$ cat src/rtl/stepper_stroke_driver.sv
// Back-and-forth stroke sequencer for a 4-wire bipolar stepper, full- or half-step drive.
// Optional holding torque after a completed run: define STEPPER_HOLD_EN.
module stepper_stroke_driver #(
  parameter int unsigned STEP_TICKS       = 500000,
  parameter int unsigned STEPS_PER_STROKE = 100,
  parameter int unsigned STROKES          = 2,
  parameter int unsigned DWELL_TICKS      = 0
) (
  input  logic        clk,
  input  logic        rst,
  input  logic        start_i,
  input  logic        abort_i,
  input  logic        dir_i,
  input  logic        half_i,
  output logic        busy_o,
  output logic        done_o,
  output logic [15:0] step_cnt_o,
  output logic [7:0]  stroke_cnt_o,
  output logic [3:0]  signal_o
);

  typedef enum logic [1:0] {
    S_IDLE  = 2'd0,
    S_RUN   = 2'd1,
    S_DWELL = 2'd2,
    S_DONE  = 2'd3
  } state_t;

  localparam logic [31:0] TICK_LAST  = 32'(STEP_TICKS - 1);
  localparam logic [15:0] STEP_LAST  = 16'(STEPS_PER_STROKE - 1);
  localparam logic [7:0]  STROKE_N   = 8'(STROKES);
  localparam logic [31:0] DWELL_LAST = 32'(DWELL_TICKS - 1);
  localparam logic        DWELL_ON   = (DWELL_TICKS != 32'd0);

  // Even indices are the two-phase full-step patterns.
  function automatic logic [3:0] coil(input logic [2:0] idx);
    logic [3:0] pat;
    case (idx)
      3'd0:    pat = 4'b0011;
      3'd1:    pat = 4'b0010;
      3'd2:    pat = 4'b0110;
      3'd3:    pat = 4'b0100;
      3'd4:    pat = 4'b1100;
      3'd5:    pat = 4'b1000;
      3'd6:    pat = 4'b1001;
      3'd7:    pat = 4'b0001;
      default: pat = 4'b0000;
    endcase
    return pat;
  endfunction

  state_t      state_q, state_d;
  logic [31:0] tick_q, tick_d;
  logic [31:0] dwell_q, dwell_d;
  logic [2:0]  phase_q, phase_d;
  logic [15:0] step_q, step_d;
  logic [7:0]  stroke_q, stroke_d;
  logic        dir_q, dir_d;
  logic        half_q, half_d;
  logic [3:0]  signal_q, signal_d;
  logic        busy_q, busy_d;
  logic        done_q, done_d;

  logic        tick_s;
  logic [2:0]  inc_s;
  logic [2:0]  start_phase_s;
  logic [2:0]  next_phase_s;
  logic [3:0]  idle_sig_s;
  logic [7:0]  stroke_inc_s;

  // Step-tick, phase-advance and idle-pattern helpers.
  always_comb begin
    tick_s        = (tick_q == TICK_LAST);
    inc_s         = half_q ? 3'd1 : 3'd2;
    start_phase_s = half_i ? phase_q : {phase_q[2:1], 1'b0};
    next_phase_s  = dir_q ? (phase_q + inc_s) : (phase_q - inc_s);
    stroke_inc_s  = stroke_q + 8'd1;
`ifdef STEPPER_HOLD_EN
    idle_sig_s    = signal_q;
`else
    idle_sig_s    = 4'b0000;
`endif
  end

  // Next-state and registered-output logic.
  always_comb begin
    state_d  = state_q;
    tick_d   = tick_q;
    dwell_d  = dwell_q;
    phase_d  = phase_q;
    step_d   = step_q;
    stroke_d = stroke_q;
    dir_d    = dir_q;
    half_d   = half_q;
    signal_d = signal_q;
    busy_d   = busy_q;
    done_d   = 1'b0;

    case (state_q)
      S_IDLE: begin
        busy_d   = 1'b0;
        signal_d = idle_sig_s;
        if (start_i && !abort_i) begin
          state_d  = S_RUN;
          busy_d   = 1'b1;
          tick_d   = 32'd0;
          dwell_d  = 32'd0;
          step_d   = 16'd0;
          stroke_d = 8'd0;
          dir_d    = dir_i;
          half_d   = half_i;
          phase_d  = start_phase_s;
          signal_d = coil(start_phase_s);
        end else begin
          state_d = S_IDLE;
        end
      end

      S_RUN: begin
        tick_d = tick_s ? 32'd0 : (tick_q + 32'd1);
        if (abort_i) begin
          state_d  = S_IDLE;
          busy_d   = 1'b0;
          signal_d = 4'b0000;
        end else if (stroke_q == STROKE_N) begin
          state_d  = S_DONE;
          busy_d   = 1'b0;
          done_d   = 1'b1;
          signal_d = idle_sig_s;
        end else if (tick_s) begin
          phase_d  = next_phase_s;
          signal_d = coil(next_phase_s);
          if (step_q == STEP_LAST) begin
            step_d   = 16'd0;
            stroke_d = stroke_inc_s;
            dir_d    = ~dir_q;
            // The last stroke falls through to DONE on the following cycle.
            if ((stroke_inc_s != STROKE_N) && DWELL_ON) begin
              state_d = S_DWELL;
              dwell_d = 32'd0;
            end else begin
              state_d = S_RUN;
            end
          end else begin
            step_d = step_q + 16'd1;
          end
        end else begin
          state_d = S_RUN;
        end
      end

      S_DWELL: begin
        tick_d = tick_s ? 32'd0 : (tick_q + 32'd1);
        if (abort_i) begin
          state_d  = S_IDLE;
          busy_d   = 1'b0;
          signal_d = 4'b0000;
        end else if (tick_s) begin
          if (dwell_q == DWELL_LAST) begin
            state_d = S_RUN;
            dwell_d = 32'd0;
          end else begin
            dwell_d = dwell_q + 32'd1;
          end
        end else begin
          state_d = S_DWELL;
        end
      end

      S_DONE: begin
        state_d = S_IDLE;
        busy_d  = 1'b0;
        if (abort_i) begin
          signal_d = 4'b0000;
        end else begin
          signal_d = idle_sig_s;
        end
      end

      default: begin
        state_d  = S_IDLE;
        busy_d   = 1'b0;
        signal_d = 4'b0000;
      end
    endcase
  end

  // State and output registers with synchronous reset.
  always_ff @(posedge clk) begin
    if (rst) begin
      state_q  <= S_IDLE;
      tick_q   <= 32'd0;
      dwell_q  <= 32'd0;
      phase_q  <= 3'd0;
      step_q   <= 16'd0;
      stroke_q <= 8'd0;
      dir_q    <= 1'b0;
      half_q   <= 1'b0;
      signal_q <= 4'b0000;
      busy_q   <= 1'b0;
      done_q   <= 1'b0;
    end else begin
      state_q  <= state_d;
      tick_q   <= tick_d;
      dwell_q  <= dwell_d;
      phase_q  <= phase_d;
      step_q   <= step_d;
      stroke_q <= stroke_d;
      dir_q    <= dir_d;
      half_q   <= half_d;
      signal_q <= signal_d;
      busy_q   <= busy_d;
      done_q   <= done_d;
    end
  end

  assign busy_o       = busy_q;
  assign done_o       = done_q;
  assign step_cnt_o   = step_q;
  assign stroke_cnt_o = stroke_q;
  assign signal_o     = signal_q;

endmodule
$ cat config.mk
export PLATFORM = sky130hd
export DESIGN_NAME = stepper_stroke_driver
export DESIGN_NICKNAME = d
export VERILOG_FILES = /design/src/rtl/stepper_stroke_driver.sv
export SDC_FILE = /design/constraint.sdc
export NUM_CORES = 1
export LEC_CHECK = 0
export BUFFER_PORTS_ARGS = -buffer_cell sky130_fd_sc_hd__buf_2
export CORE_ASPECT_RATIO = 1.4
export CORE_MARGIN = 1
export CORE_UTILIZATION = 50
export CTS_CLUSTER_DIAMETER = 60
export DETAILED_ROUTE_END_ITERATION = 10
export PLACE_DENSITY = 0.68
export SYNTH_ARGS = -nofsm -noshare
export SYNTH_HDL_FRONTEND = slang
export SYNTH_SLANG_ARGS = --single-unit
export TNS_END_PERCENT = 10
$ cat constraint.sdc
create_clock -name clk -period 6.7 [get_ports clk]
set_input_delay 0.67 -clock clk [delete_from_list [all_inputs] [get_ports clk]]
set_output_delay 0.67 -clock clk [all_outputs]
set_load 0.01 [all_outputs]
==> impl_metrics.tcl <==
set metrics [dict create \
    cts.sinks 101 \
    drt_iter0_drc 194 \
    place_congestion 0.901 \
    critPathMaxStageDelay_ns 0.97 \
    finalHoldViolations 0 \
    r2r.worst_path.cells 8 \
    cts_buffer_depth 2 \
    drt_pass1_iterations 4 \
    outcome "finished clean" \
    ys_ff_latch 101 \
    setup_viol 0 \
    rr_endpoint "stroke_cnt_o[5]" \
    drc 0 \
    cpMaxStageDelayCell "o21ai_0" \
    end_kind "register" \
    slew_headroom_pct 22.0 \
    multi_input_comb_area_sq_um 3140 \
    slew_violations 0 \
    n_antenna_cell 0 \
    yosysWarnings 0 \
    ctsResizeCount 0 \
    worstMarginPinSlew_ns 1.16 \
    hold_depth 2 \
    clk_latency_ns 0.35 \
    timing.rr.start "state_q[1]" \
    final_nets 671 \
    path_buf_inv 2 \
    seq_area_sq_um 2020 \
    cp_cell_sequence "inv_1, ha_1, inv_1, a211o_1, nor3_2, o21ai_1, o21ai_0, a311oi_1" \
    yosysUniqueCellTypes 64 \
    n_fill_cell 1023 \
    postPlaceCellArea_sq_um 5580 \
    synthTopCellsByArea "dfxtp_1, nor2_1, xor2_1" \
    hold_end "half_q" \
    tritoncts "yes" \
    syn_inst 632 \
    die_x_um 89.1 \
    ir_drop_v 0.000139 \
    crit_fanout 15 \
    mostFrequentLayoutCell "dfxtp_1" \
    crit_top_cell "inv_1" \
    antenna_found_initial 0 \
    r2r_slack_ns 3.00 \
    fin_area_sq_um 5880 \
    worstHoldStart "half_q" \
    cts_root_buf "clkbuf_16" \
    post-cts-setup-buffers 0 \
    syn_to_final_growth_pct 10.7 \
    period_needed_ns 3.70 \
    die_area_sq_um 11000 \
    power_density_nw_per_um2 207 \
    cts_made_buffers 9 \
    hold_path.class "register to register" \
    rsz0062_at_grt "false" \
    wl_mm 12.1 \
    wl_per_cell_um 15.1 \
    clock-skew-final_ns 0.00784 \
    grt_pass1_vias 4456 \
    worstPathRequired_ns 6.88 \
    htree_num_levels 3 \
    syn-cell-area_sq_um 5310 \
    seq_area_frac_synth_pct 38.1 \
    fmax_ghz 0.270 \
    grt_max_degree 32 \
    vias 4661 \
    ioPinCount 36 \
    io_buffers 35 \
    core_sq_um 10300 \
    overflow 0 \
    ant_nets 0 \
    cp_data_arrival_time_ns 3.88 \
    die_h_um 124 \
    mostFrequentLayoutCells "dfxtp_1, nor2_1, nand2_1" \
    grt_pass1_wl_mm 20.2 \
    ctsHoldBuffers 0 \
    synth_top_area_cell "dfxtp_1" \
    layout_worst_path_cycle_share_pct 55.2 \
    std_cell_rows 44 \
    vias_per_cell 5.84 \
    ys.flop_type "dfxtp_1" \
    initial_utilization_pct 51.3 \
    drive_above_1_share_pct 11.4 \
    p_leak_nw 2.05 \
    tns_ns 0 \
    yosys.area.top_type_share_pct 38.1 \
    path_clk_slew_ns 0.07 \
    postSynthAreaPerCell_sq_um 8.41 \
    cpLargestDelayFamily "compound AO/OA/AOI/OAI gates" \
    cap_violations 0 \
    synth_edf_count 0 \
    critPathKind "register to register" \
    hpwl_mm 8.70 \
    worst_setup_path_start_kind "register" \
    syn-num-nets 648 \
    async_reset_ff_share_pct 0 \
    grt_use_total_pct 23.4 \
]
sequential cells by signal, summed over array words and instances (netlist names):
signal and cells:
state_q 2, tick_q 32, dwell_q 32, signal_o 4
busy_o 1, phase_q 3, dir_q 1, done_o 1
step_cnt_o 16, stroke_cnt_o 8, half_q 1
per-layer routing:
| layer | GRT usage (%) | wire [um] | up-vias |
|---|---|---|---|
| met5 | 0 | 0 | - |
| met2 | 42.1 | 6270 | 82 |
| met4 | 9.33 | 148 | 0 |
| li1 | - | - | 2364 |
| met3 | 4.71 | 382 | 16 |
| met1 | 26.6 | 5290 | 2199 |
cell families after synthesis:
group                    after synthesis  share of synthesized area (%)
AO/OA/AOI/OAI                        136                           17.2
XOR/XNOR                              50                           8.24
adder cells (fa/ha/maj)               10                           2.50
buffers and inverters                 37                           2.85
flip-flops                           101                           38.1
multiplexers                          10                           1.88
AND/OR/NAND/NOR                      288                           29.3
synth_stat cells (3+ instances only):
cell / number
dfxtp_1: 101
nor2_1: 78
nand2_1: 54
a21oi_1: 39
xor2_1: 31
nand3_1: 22
xnor2_1: 19
o21ai_0: 18
clkbuf_1: 17
o2111ai_1: 16
and3_1: 15
nand4_1: 13
nor3_1: 13
or3_1: 12
inv_1: 10
mux2i_1: 10
nor2b_1: 10
o211ai_1: 10
or4_1: 10
and2_1: 9
buf_2: 9
ha_1: 9
and4_1: 8
nor4_1: 8
o31ai_1: 7
nand3b_1: 6
o21a_1: 6
a211oi_1: 5
a31oi_1: 5
nand2b_1: 5
nor3b_1: 5
or2_2: 5
a21o_1: 3
a311oi_1: 3
nor4_2: 3
final cells by class:
| class | instances | share of cell area, % |
|---|---|---|
| clock inverter | 7 | 1.30 |
| inverter | 10 | 0.638 |
| timing repair buffer | 39 | 3.49 |
| tap | 138 | 2.94 |
| multi-input combinational | 494 | 53.4 |
| sequential | 101 | 34.4 |
| clock buffer | 9 | 3.83 |
worst max-delay path by stage:
stage                      endpoint  startpoint  slack (ns)  depth (start not counted)
floorplan                 tick_q[5]     abort_i        4.37                          9
global placement    stroke_cnt_o[5]  state_q[1]        3.24                          8
detailed placement  stroke_cnt_o[5]  state_q[1]        3.06                          8
CTS                 stroke_cnt_o[5]  state_q[1]        3.06                          8
global route        stroke_cnt_o[5]  state_q[1]        2.69                          8
finish              stroke_cnt_o[5]  state_q[1]        3.00                          8
report_power, final:
group	internal, mW	total [mW]	switching [mW]	leakage, nW
Sequential	0.606	0.611	0.00547	0.815
Combinational	0.0246	0.0815	0.0568	1.11
Clock	0.290	0.525	0.235	0.130
worst min-delay path: stages (launching register included):
cell     delay, ns
dfxtp_1       0.32
nand2_1       0.06
a21oi_1       0.05
metrics by stage:
step | hold WS [ns] | util (%) | total power, mW | instances | setup slack [ns]
after floorplan | 0.448 | - | 0.685 | 632 | 4.37
after global placement | 0.457 | 53.9 | 0.705 | 782 | 3.24
after detailed placement | 0.472 | 53.9 | 0.706 | 782 | 3.06
after CTS | 0.483 | 56.8 | 1.23 | 798 | 3.06
after global routing | 0.498 | 56.8 | 1.26 | 798 | 2.69
final | 0.483 | 56.8 | 1.22 | 798 | 3.00
Power figures use the tool's default switching activity.
